File: config.mk
export PLATFORM = sky130hd
export DESIGN_NAME = fetch_unit
export DESIGN_NICKNAME = d
export VERILOG_FILES = /design/src/rtl/fetch_unit.sv
export SDC_FILE = /design/constraint.sdc
export NUM_CORES = 1
export LEC_CHECK = 0
export ABC_AREA = 1
export BUFFER_PORTS_ARGS = -buffer_cell sky130_fd_sc_hd__buf_2
export CORE_ASPECT_RATIO = 0.5
export CORE_MARGIN = 5
export CORE_UTILIZATION = 52
export DETAILED_ROUTE_END_ITERATION = 8
export PLACE_DENSITY_LB_ADDON = 0.15
export SLEW_MARGIN = 20
export SYNTH_ARGS = -nofsm -noshare
export SYNTH_HDL_FRONTEND = slang
export SYNTH_SLANG_ARGS = --single-unit
File: constraint.sdc
create_clock -name clock -period 4.1 [get_ports clock]
set_input_delay 0.615 -clock clock [delete_from_list [all_inputs] [get_ports clock]]
set_output_delay 0.615 -clock clock [all_outputs]
set_load 0.05 [all_outputs]
File: src/rtl/fetch_unit.sv
// Instruction-fetch stage: owns the PC, fetches over a req/ack handshake and
// presents the held instruction plus its PC+4 to IF/ID under stall/redirect control.
module fetch_unit #(
   parameter logic [31:0] RESET_PC = 32'h0000_0000
) (
   input  logic        clock,
   input  logic        reset,
   input  logic        PCWrite,
   input  logic        branchtakken,
   input  logic [31:0] branch_target,
   output logic        imem_req,
   output logic [31:0] imem_addr,
   input  logic        imem_ack,
   input  logic [31:0] imem_rdata,
   output logic [31:0] Inst,
   output logic [31:0] PC_addr_out,
   output logic [31:0] PC,
   output logic        inst_valid
);

   typedef enum logic [1:0] {StIdle, StFetch, StHave, StDrain} state_e;

   state_e      state_q;
   logic [31:0] pc_q;
   logic [31:0] req_addr_q;
   logic [31:0] inst_buf_q;

   logic [31:0] target;
   logic [31:0] pc_plus4;

   assign target   = branch_target & 32'hFFFF_FFFC;
   assign pc_plus4 = pc_q + 32'd4;

   always_ff @(posedge clock or posedge reset) begin
      if (reset) begin
         state_q    <= StIdle;
         pc_q       <= RESET_PC;
         req_addr_q <= RESET_PC;
         inst_buf_q <= 32'd0;
      end else begin
         unique case (state_q)
            StIdle: begin
               req_addr_q <= pc_q;
               state_q    <= StFetch;
            end
            StFetch: begin
               if (branchtakken) begin
                  pc_q <= target;
                  // With ack the redirect can be issued at once; otherwise drain first.
                  if (imem_ack) begin
                     req_addr_q <= target;
                  end else begin
                     state_q <= StDrain;
                  end
               end else if (imem_ack) begin
                  inst_buf_q <= imem_rdata;
                  state_q    <= StHave;
               end
            end
            StDrain: begin
               if (branchtakken) begin
                  pc_q <= target;
               end
               if (imem_ack) begin
                  req_addr_q <= branchtakken ? target : pc_q;
                  state_q    <= StFetch;
               end
            end
            StHave: begin
               if (branchtakken) begin
                  pc_q       <= target;
                  req_addr_q <= target;
                  state_q    <= StFetch;
               end else if (!PCWrite) begin
                  pc_q       <= pc_plus4;
                  req_addr_q <= pc_plus4;
                  state_q    <= StFetch;
               end
            end
            default: state_q <= StIdle;
         endcase
      end
   end

   // Outputs depend only on registered state; no path from imem_* inputs.
   assign imem_req    = (state_q == StFetch) || (state_q == StDrain);
   assign imem_addr   = req_addr_q;
   assign inst_valid  = (state_q == StHave);
   assign Inst        = (state_q == StHave) ? inst_buf_q : 32'd0;
   assign PC_addr_out = pc_plus4;
   assign PC          = pc_q;

endmodule

# After elaboration in Yosys (flattened, before gate mapping)
# Index checks and enable logic that the tools add are counted.
dict set report word_totals {
  reg_bits 98
  latch_bits 0
  ram_bits 0
  mem_bits_ro 0
  in_bits 69
  output_inout_bits 130
  memories 0
}
dict set report classes {
  n_addsub 1
  n_mul 0
  div 0
  order_cmp 0
  eq_ne 9
  shifts 0
  mux 16
  bitwise_logic 1
  n_reduce_logical 8
}
# cell count
set ops {}
lappend ops {{$mux W32} 7}
lappend ops {{$pmux W32 S4} 1}
lappend ops {{$pmux W32 S2} 1}
lappend ops {{$add A32 B3 Y32 const B} 1}
lappend ops {{$mux W2} 6}
lappend ops {{$ne A3 B3 Y1 const B} 3}
lappend ops {{$pmux W2 S4} 1}
lappend ops {{$reduce_and A4 Y1} 2}
lappend ops {{$ne A2 B2 Y1 const B} 3}
lappend ops {{$eq A2 B2 Y1 const B} 2}
lappend ops {{$reduce_and A3 Y1} 1}
lappend ops {{$eq A2 B1 Y1 const B} 1}
lappend ops {{$logic_not A2 Y1} 1}
lappend ops {{$reduce_and A2 Y1} 1}
lappend ops {{$reduce_bool A2 Y1} 1}
lappend ops {{$reduce_or A2 Y1} 1}
lappend ops {{$logic_or A1 B1 Y1} 1}
lappend ops {{$not A1 Y1} 1}

# Depth between registers and ports, before layout
# Gate-level depths: netlist of the first run.
dict set report depth {
  depth_word 4
  depth_mapped 14
  depth_no_buf 14
}

# Worst setup path after synthesis of the first run
# OpenSTA, ideal clock, no wires.
dict set report synth_path {
  path_kind {reg2out}
  start {register pc_q[2] (netlist: PC[2])}
  end {output PC_addr_out[13]}
  arrival_ns 2.385
  setup_slack_ns 1.100
  stages_incl_launch_ff 6
  path_cell_list {dfrtp_1 inv_1 nor2_2 nand2_2 nor2_2 xor2_1}
}
dict set report synth_between {
  elab_chain_cells 1
}
# element line_no
set synth_rtl {}
lappend synth_rtl {{from (decl)} 24} ;# logic [31:0] pc_q;
lappend synth_rtl {{from (signal assigned)} 48} ;# pc_q <= target;
lappend synth_rtl {{from (signal assigned)} 62} ;# pc_q <= target;
lappend synth_rtl {{from (signal assigned)} 71} ;# pc_q <= target;
lappend synth_rtl {{$add A32 B3 Y32} 32} ;# assign pc_plus4 = pc_q + 32'd4;
lappend synth_rtl {{to (decl)} 16} ;# output logic [31:0] PC_addr_out,
# Every way passes these cells.

# Worst setup path after layout of the first run
dict set report layout_path {
  start {register pc_q[2] (netlist: PC[2])}
  end {output PC_addr_out[16]}
}
# The elaborated chain is that of the path after synthesis.

==> out/results.ini, run 1 <==
[status]
status = finished clean

[clock_network]
htree_levels = 3
ctsLongestPathBuffers = 2
ctsResizeCount = 0
worstSkewPairLatency_ps = 350
hold_buffers = 0
clk_pin_slew_worst_paths_ps = 80
cts_setup_buffers = 0
cts_tree = yes
clockRootBuffer = clkbuf_16
cts-buffers-inserted = 9
clock_sinks = 98

[worst_setup_path]
crit_type = flip-flop to output pin
start_kind = flip-flop
r2r-start = state_q[1]
cp-end-kind = output pin
cp_max_fo = 7
cp.required_ps = 3480
max_stage_delay_ps = 510
cp.arrival_ps = 2330
crit_chain = ha_1, nand2_1, nor2_4, nand2_1, nor2_2, xor2_1, buf_2
cp-endpoint = PC_addr_out[16]
cp_slowest_cell = dfrtp_1
ff2ff_setup_slack_ps = 1570
r2r_end = imem_addr[19]
worstSetupStartpoint = PC[2]
rr_worst_depth = 10
cpMostUsedCell = nand2_1

[final_layout]
drive_gt1_frac = 0.2232
fillers = 1118
fin_nets = 1203
multiInputGateArea_mm2 = 0.003299
syn_to_final_growth_pct = 20.55
seqCellArea_mm2 = 0.002452
final_common_cell = nand2_1
final_cell_mix = nand2_1, buf_2, dfrtp_1
final_util = 0.6429
antenna_cells = 0

[synth]
netlist_instances = 965
yosysSeqAreaShare = 0.3872
ys_types = 31
synthMuxAreaShare = 0
syn-num-nets = 1035
synth-edff-count = 0
synth_ff_type = dfrtp_1
netlist_area_mm2 = 0.006334
synth_top_family_by_area = simple AND/OR/NAND/NOR gates
ys_warn_count = 0
synth_area_per_cell_um2 = 6.563
synth_seq_cells = 98
synth_xor_area_frac = 0.02410
synth-compound-area-share = 0.1331
yosys.area_share.simple = 0.3601
synthAdderAreaFrac = 0.001976
synthArstFlopShare = 1.000

[routing]
drc = 0
drt_iter0_markers = 760
viasPerCell = 5.389
routed_wirelength_um = 20580
wire_per_inst_um = 15.80
drtAntennaViolNets = 0
vias = 7022
first_pass_iters = 5

[timing]
finalHoldViolations = 0
setup_violations = 0
period_needed_ps = 2948
slew_violations = 0
relSlewSlack = 0.5585
fmax_ghz = 0.3392
rsz0062_at_grt = false
post-route-period-util = 0.7191
worstMarginPinSlew_ps = 661.3
tns_ps = 0
fin_skew_ps = 11.02

[power]
p_seq_frac = 0.274
powerDensity_mw_per_mm2 = 846.3
swShare = 0.5814
switchingPower_w = 0.003757
leakage_nw = 4.314
power_frac_clock = 0.131
intPower_w = 0.002705
combPwrFrac = 0.595
peakVddDrop_v = 0.0004648

[global_route]
antenna_found_initial = 1
grt.overflow.total = 0
grt_use_total = 0.2815
grt_pass1_vias = 6655
grt_max_degree = 66
grt_pass1_wl_um = 33290

[die]
coreArea_mm2 = 0.01188
start_util = 0.5333
io_pins = 199
fp.dieW_um = 166.1
dieArea_mm2 = 0.01462
rows = 28
die_h_um = 88.04

[flow_run]
maxCapViolCount = 0

[placed_design]
place.gp.congestion = 0.9155
port_buffers = 196
post-dp-hpwl_um = 14580

[min_path]
min_path_type = input pin to async pin

[state kept, by name, summed over array words and instances (netlist names)]
signal	count
state_q	2
PC	32
imem_addr	32
inst_buf_q	32
[layer usage]
metal	routed length [um]	global-route usage
met3	2277	0.07349
met5	7	0
met2	9515	0.4700
met1	8446	0.3685
met4	337	0.08234
[cell families (layout without fill, tap and decap cells)]
logic type | count (synthesis) | after routing
compound gates | 143 | 143
xor+xnor | 14 | 14
fa+ha+maj | 1 | 1
simple gates | 574 | 574
buf+inv | 135 | 308
flops | 98 | 98
[cell usage after synthesis (2+ instances only)]
master / n / area share
inv_1: 80 / 0.047
buf_4: 9 / 0.011
nor2_2: 7 / 0.0069
buf_2: 15 / 0.012
clkbuf_1: 20 / 0.012
nor2_4: 6 / 0.011
a22oi_1: 2 / 0.0024
buf_1: 4 / 0.0024
o21a_1: 2 / 0.0024
o211ai_1: 2 / 0.0024
dfrtp_1: 98 / 0.39
o221ai_1: 3 / 0.0041
o21ai_0: 67 / 0.053
a221oi_1: 22 / 0.030
xor2_2: 4 / 0.010
nand3_1: 25 / 0.020
and2_1: 6 / 0.0059
buf_6: 3 / 0.0053
nand2_2: 4 / 0.0040
xor2_1: 10 / 0.014
nand2_1: 452 / 0.27
a21oi_1: 33 / 0.026
nor2_1: 73 / 0.043
inv_2: 3 / 0.0018
a31oi_1: 9 / 0.0089
[stage by stage]
stage / std cells / setup slack, ps / power (W) / instance area, um^2 / hold WS (ps)
2_1_floorplan: 965 / 922.9 / 0.004659 / 6334 / 504.6
3_3_place_gp: 1287 / 1588 / 0.005536 / 7351 / 458.8
3_5_place_dp: 1287 / 1587 / 0.005612 / 7351 / 460.7
4_1_cts: 1303 / 1200 / 0.006468 / 7635 / 260.9
5_1_grt: 1303 / 1090 / 0.006900 / 7635 / 277.2
6_report: 1303 / 1152 / 0.006462 / 7635 / 245.9
[worst min-delay path by stage]
| stage | to | slack, ps | depth (start not counted) | start |
|---|---|---|---|---|
| finish | inst_buf_q[1] | 250 | 2 | reset |
| global route | inst_buf_q[1] | 280 | 2 | reset |
| CTS | inst_buf_q[3] | 260 | 2 | reset |
| detailed placement | imem_addr[7] | 460 | 2 | imem_addr[7] |
| global placement | imem_addr[24] | 460 | 2 | imem_addr[24] |
| floorplan | inst_buf_q[0] | 500 | 2 | inst_buf_q[0] |
[power by group through the flow]
stage	clock network, W	logic (W)	registers, W
final	0.000849	0.00384	0.00177
after detailed placement	0	0.00383	0.00178
after global routing	0.000901	0.00417	0.00183
after CTS	0.000860	0.00384	0.00176
after global placement	0	0.00378	0.00176
after floorplan	0	0.00206	0.00260
[worst max-delay path, delay by kind of cell, from the launching register on]
| family | cells | cell delay, ps |
|---|---|---|
| adder cells (fa/ha/maj) | 1 | 240 |
| flip-flops | 1 | 510 |
| buffers and inverters | 1 | 310 |
| AND/OR/NAND/NOR | 4 | 660 |
| XOR/XNOR | 1 | 250 |
[cell type report]
type | instances | area share
multi-input cells | 732 | 0.4322
clock inverters | 7 | 0.007702
inverters | 83 | 0.04113
clock buffers | 9 | 0.02950
repair buffers | 209 | 0.1413
well taps | 165 | 0.02704
flip-flops and latches | 98 | 0.3212
Power figures use the tool's default switching activity.
==> run 2, diff against run 1 <==
--- a/config.mk
+++ b/config.mk
@@ -5,11 +5,11 @@
 export SDC_FILE = /design/constraint.sdc
 export NUM_CORES = 1
 export LEC_CHECK = 0
-export ABC_AREA = 1
+export ABC_AREA = 0
 export BUFFER_PORTS_ARGS = -buffer_cell sky130_fd_sc_hd__buf_2
 export CORE_ASPECT_RATIO = 0.5
 export CORE_MARGIN = 5
-export CORE_UTILIZATION = 52
+export CORE_UTILIZATION = 47
 export DETAILED_ROUTE_END_ITERATION = 8
 export PLACE_DENSITY_LB_ADDON = 0.15
 export SLEW_MARGIN = 20
==> constraint.sdc (replaced) <==
create_clock -name clock -period 2.6 [get_ports clock]
set_input_delay 0.39 -clock clock [delete_from_list [all_inputs] [get_ports clock]]
set_output_delay 0.39 -clock clock [all_outputs]
set_load 0.05 [all_outputs]
==> run 2 against run 1 <==
  * The run now ends with setup timing left
  * Clock-buffer cell count increased by 1
  * Flip-flop and latch count unchanged
  * Clock skew decreased by 1.6 ps
  * Core utilization increased by 1.3 points
  * Critical endpoint is now PC_addr_out[23]
  * Largest cell class unchanged
  * Largest power group unchanged
  * Highest routed layer is now met4
==> out/results.ini, run 2 <==
[status]
status = complete, but fails checks  ; was finished clean
violations = setup timing

[placed_design]
port_buffers = 196  ; unchanged
placed_cell_area_mm2 = 0.008272  ; was 0.007351 mm^2
dp.cells = 1119  ; was 1287
post-dp-hpwl_um = 15740  ; was 14580 um
place.gp.congestion = 0.9299  ; was 0.9155

[routing]
met3RoutedLength_um = 2824  ; was 2277 um
routed_wirelength_um = 22640  ; was 20580 um
drtAntennaViolNets = 0  ; unchanged
wire_per_inst_um = 19.67  ; was 15.80 um
highest_layer = met4  ; was met5
wl_met2_um = 9893  ; was 9515 um
drc = 0  ; unchanged
vias = 6842  ; was 7022
first_pass_iters = 6  ; was 5
wl_met1_um = 9582  ; was 8446 um
drt_iter0_markers = 678  ; was 760
viasPerCell = 5.944  ; was 5.389

[timing]
worstMarginPinSlew_ps = 946.7  ; was 661.3 ps
period_needed_ps = 2672
rsz0062_at_grt = true  ; was false
setup_violations = 4  ; was 0
fmax_ghz = 0.3742
worst_slack_ps = -72.40  ; was 1152 ps
finalHoldViolations = 0  ; unchanged
fin_skew_ps = 9.417  ; was 11.02 ps
relSlewSlack = 0.3622  ; was 0.5585
holdWs_ps = 109.3  ; was 245.9 ps
post-route-period-util = 1.028
slew_violations = 0  ; unchanged

[clock_network]
clockRootBuffer = clkbuf_16  ; unchanged
cts_tree = yes  ; unchanged
worstSkewPairLatency_ps = 360  ; was 350 ps
clk_pin_slew_worst_paths_ps = 80  ; about the same
htree_levels = 3  ; unchanged
clock_sinks = 98  ; unchanged
cts-buffers-inserted = 9  ; unchanged
hold_buffers = 0  ; unchanged
ctsLongestPathBuffers = 2  ; unchanged

[synth]
synth-edff-count = 0  ; unchanged
synth_area_leader_cell = dfrtp_1  ; unchanged
yosysTopAreaCellShare = 0.3779  ; was 0.3872
ys_warn_count = 0  ; unchanged
synthArstFlopShare = 1.000  ; unchanged
synth_seq_cells = 98  ; unchanged
synthTopCellsByCount = dfrtp_1, nand2_1, nor2_1  ; was nand2_1, dfrtp_1, inv_1
synth_ff_type = dfrtp_1  ; unchanged
yosysSeqAreaShare = 0.3779  ; was 0.3872
synth_area_per_cell_um2 = 8.770  ; was 6.563 um^2
yosys-top-cells-area = dfrtp_1, mux2_2, and2_1  ; was dfrtp_1, nand2_1, o21ai_0
netlist_area_mm2 = 0.006490  ; was 0.006334 mm^2
ys_types = 75  ; was 31
syn-num-nets = 810  ; was 1035
netlist_instances = 740  ; was 965
synth_most_common_cell = dfrtp_1  ; was nand2_1

[final_layout]
final_cell_mix = buf_2, dfrtp_1, buf_4  ; was nand2_1, buf_2, dfrtp_1
design_area_mm2 = 0.008886  ; was 0.007635 mm^2
antenna_cells = 0  ; unchanged
fin_nets = 1024  ; was 1203
seqCellArea_mm2 = 0.002474  ; was 0.002452 mm^2
syn_to_final_growth_pct = 36.92  ; was 20.55%
fillers = 1108  ; was 1118
fin_cells = 1151  ; was 1303
drive_gt1_frac = 0.4202  ; was 0.2232
multiInputGateArea_mm2 = 0.003983  ; was 0.003299 mm^2
final_common_cell = buf_2  ; was nand2_1

[die]
rows = 30  ; was 28
die_h_um = 93.09  ; was 88.04 um
io_pins = 199  ; unchanged
dieArea_mm2 = 0.01640  ; was 0.01462 mm^2
coreArea_mm2 = 0.01355  ; was 0.01188 mm^2
fp.dieW_um = 176.2  ; was 166.1 um
start_util = 0.4789  ; was 0.5333

[worst_setup_path]
cp.arrival_ps = 2280  ; was 2330 ps
cp.required_ps = 2210  ; was 3480 ps
crit_type = flip-flop to output pin  ; unchanged
rr_worst_depth = 6  ; was 10
start_kind = flip-flop  ; unchanged
cp-end-kind = output pin  ; unchanged
cp_max_fo = 8  ; was 7

[power]
powerDensity_mw_per_mm2 = 764.3  ; was 846.3 mW/mm^2
leakage_nw = 4.076  ; was 4.314 nW
total_power_w = 0.006791  ; was 0.006462 W
peakVddDrop_v = 0.0004555  ; was 0.0004648 V

[global_route]
grt.overflow.total = 0  ; unchanged
grt_use_total = 0.2724  ; was 0.2815
grt_max_degree = 55  ; was 66
grt_pass1_wl_um = 35730  ; was 33290 um
antenna_found_initial = 0  ; was 1
grt_pass1_vias = 6535  ; was 6655

[flow_run]
maxCapViolCount = 0  ; unchanged

[min_path]
min_path_type = input pin to async pin  ; unchanged

==> run 2: final timing paths <==
path / from / endpoint / slack, ps
worst min-delay path: reset / PC[27] / 110
worst min register to register: imem_addr[1] / imem_addr[1] / 470
max in group asynchronous: reset / inst_buf_q[2] / 1730
worst max-delay path: PC[2] / PC_addr_out[23] / -70
worst max register to register: PC[14] / imem_addr[20] / 450
min in group clock: imem_rdata[24] / inst_buf_q[24] / 260
==> run 2: logic make-up after synthesis <==
kind of cell             count (synthesis)  synth area share
AND/OR/NAND/NOR                        253            0.2115
multiplexers                            47           0.08117
adder cells (fa/ha/maj)                  1          0.001928
flip-flops                              98            0.3779
buffers and inverters                   99           0.06420
XOR/XNOR                                26           0.03509
AO/OA/AOI/OAI                          216            0.2283
==> run 2: cell type report <==
cell class | count | share of cell area
clock buffer | 10 | 0.02689
tap | 192 | 0.02703
multi-input combinational | 543 | 0.4482
timing repair buffer | 283 | 0.2047
sequential | 98 | 0.2784
inverter | 19 | 0.008448
clock inverter | 6 | 0.006336
==> run 2: power breakdown <==
group | total [W] | switching, W | leakage, nW | internal (W)
Sequential | 0.00217 | 0.000247 | 1.14 | 0.00192
Combinational | 0.00325 | 0.00221 | 2.80 | 0.00103
Clock | 0.00138 | 0.000678 | 0.143 | 0.000698
==> run 2: metal layers <==
layer	global-route usage	up-vias
met2	0.4162	382
met4	0.05772	0
met5	0	-
li1	-	3138
met3	0.09451	35
met1	0.3765	3287
==> run 2: stage by stage <==
step                      utilization  setup TNS, ps  setup WS, ps
after floorplan                     -         -346.7        -166.0
after global placement         0.6104              0         172.9
after detailed placement       0.6104              0         135.2
after CTS                      0.6472         -127.5        -44.58
after global routing           0.6558         -626.3        -121.6
final                          0.6558         -152.1        -72.40
==> run 2: worst max-delay path, stage by stage (launching register included) <==
cell and delay [ps]:
dfrtp_2 450, nand4_1 230, or4_4 580, o31a_1 270, or2_4 240, buf_8 150
==> run 2: timing repair <==
action / 4_1_cts / 5_1_grt
resized for setup: 28 / 21
endpoints found under the setup margin: 13 / 18
pin swaps: 10 / 5
buffers inserted: 12 / 4
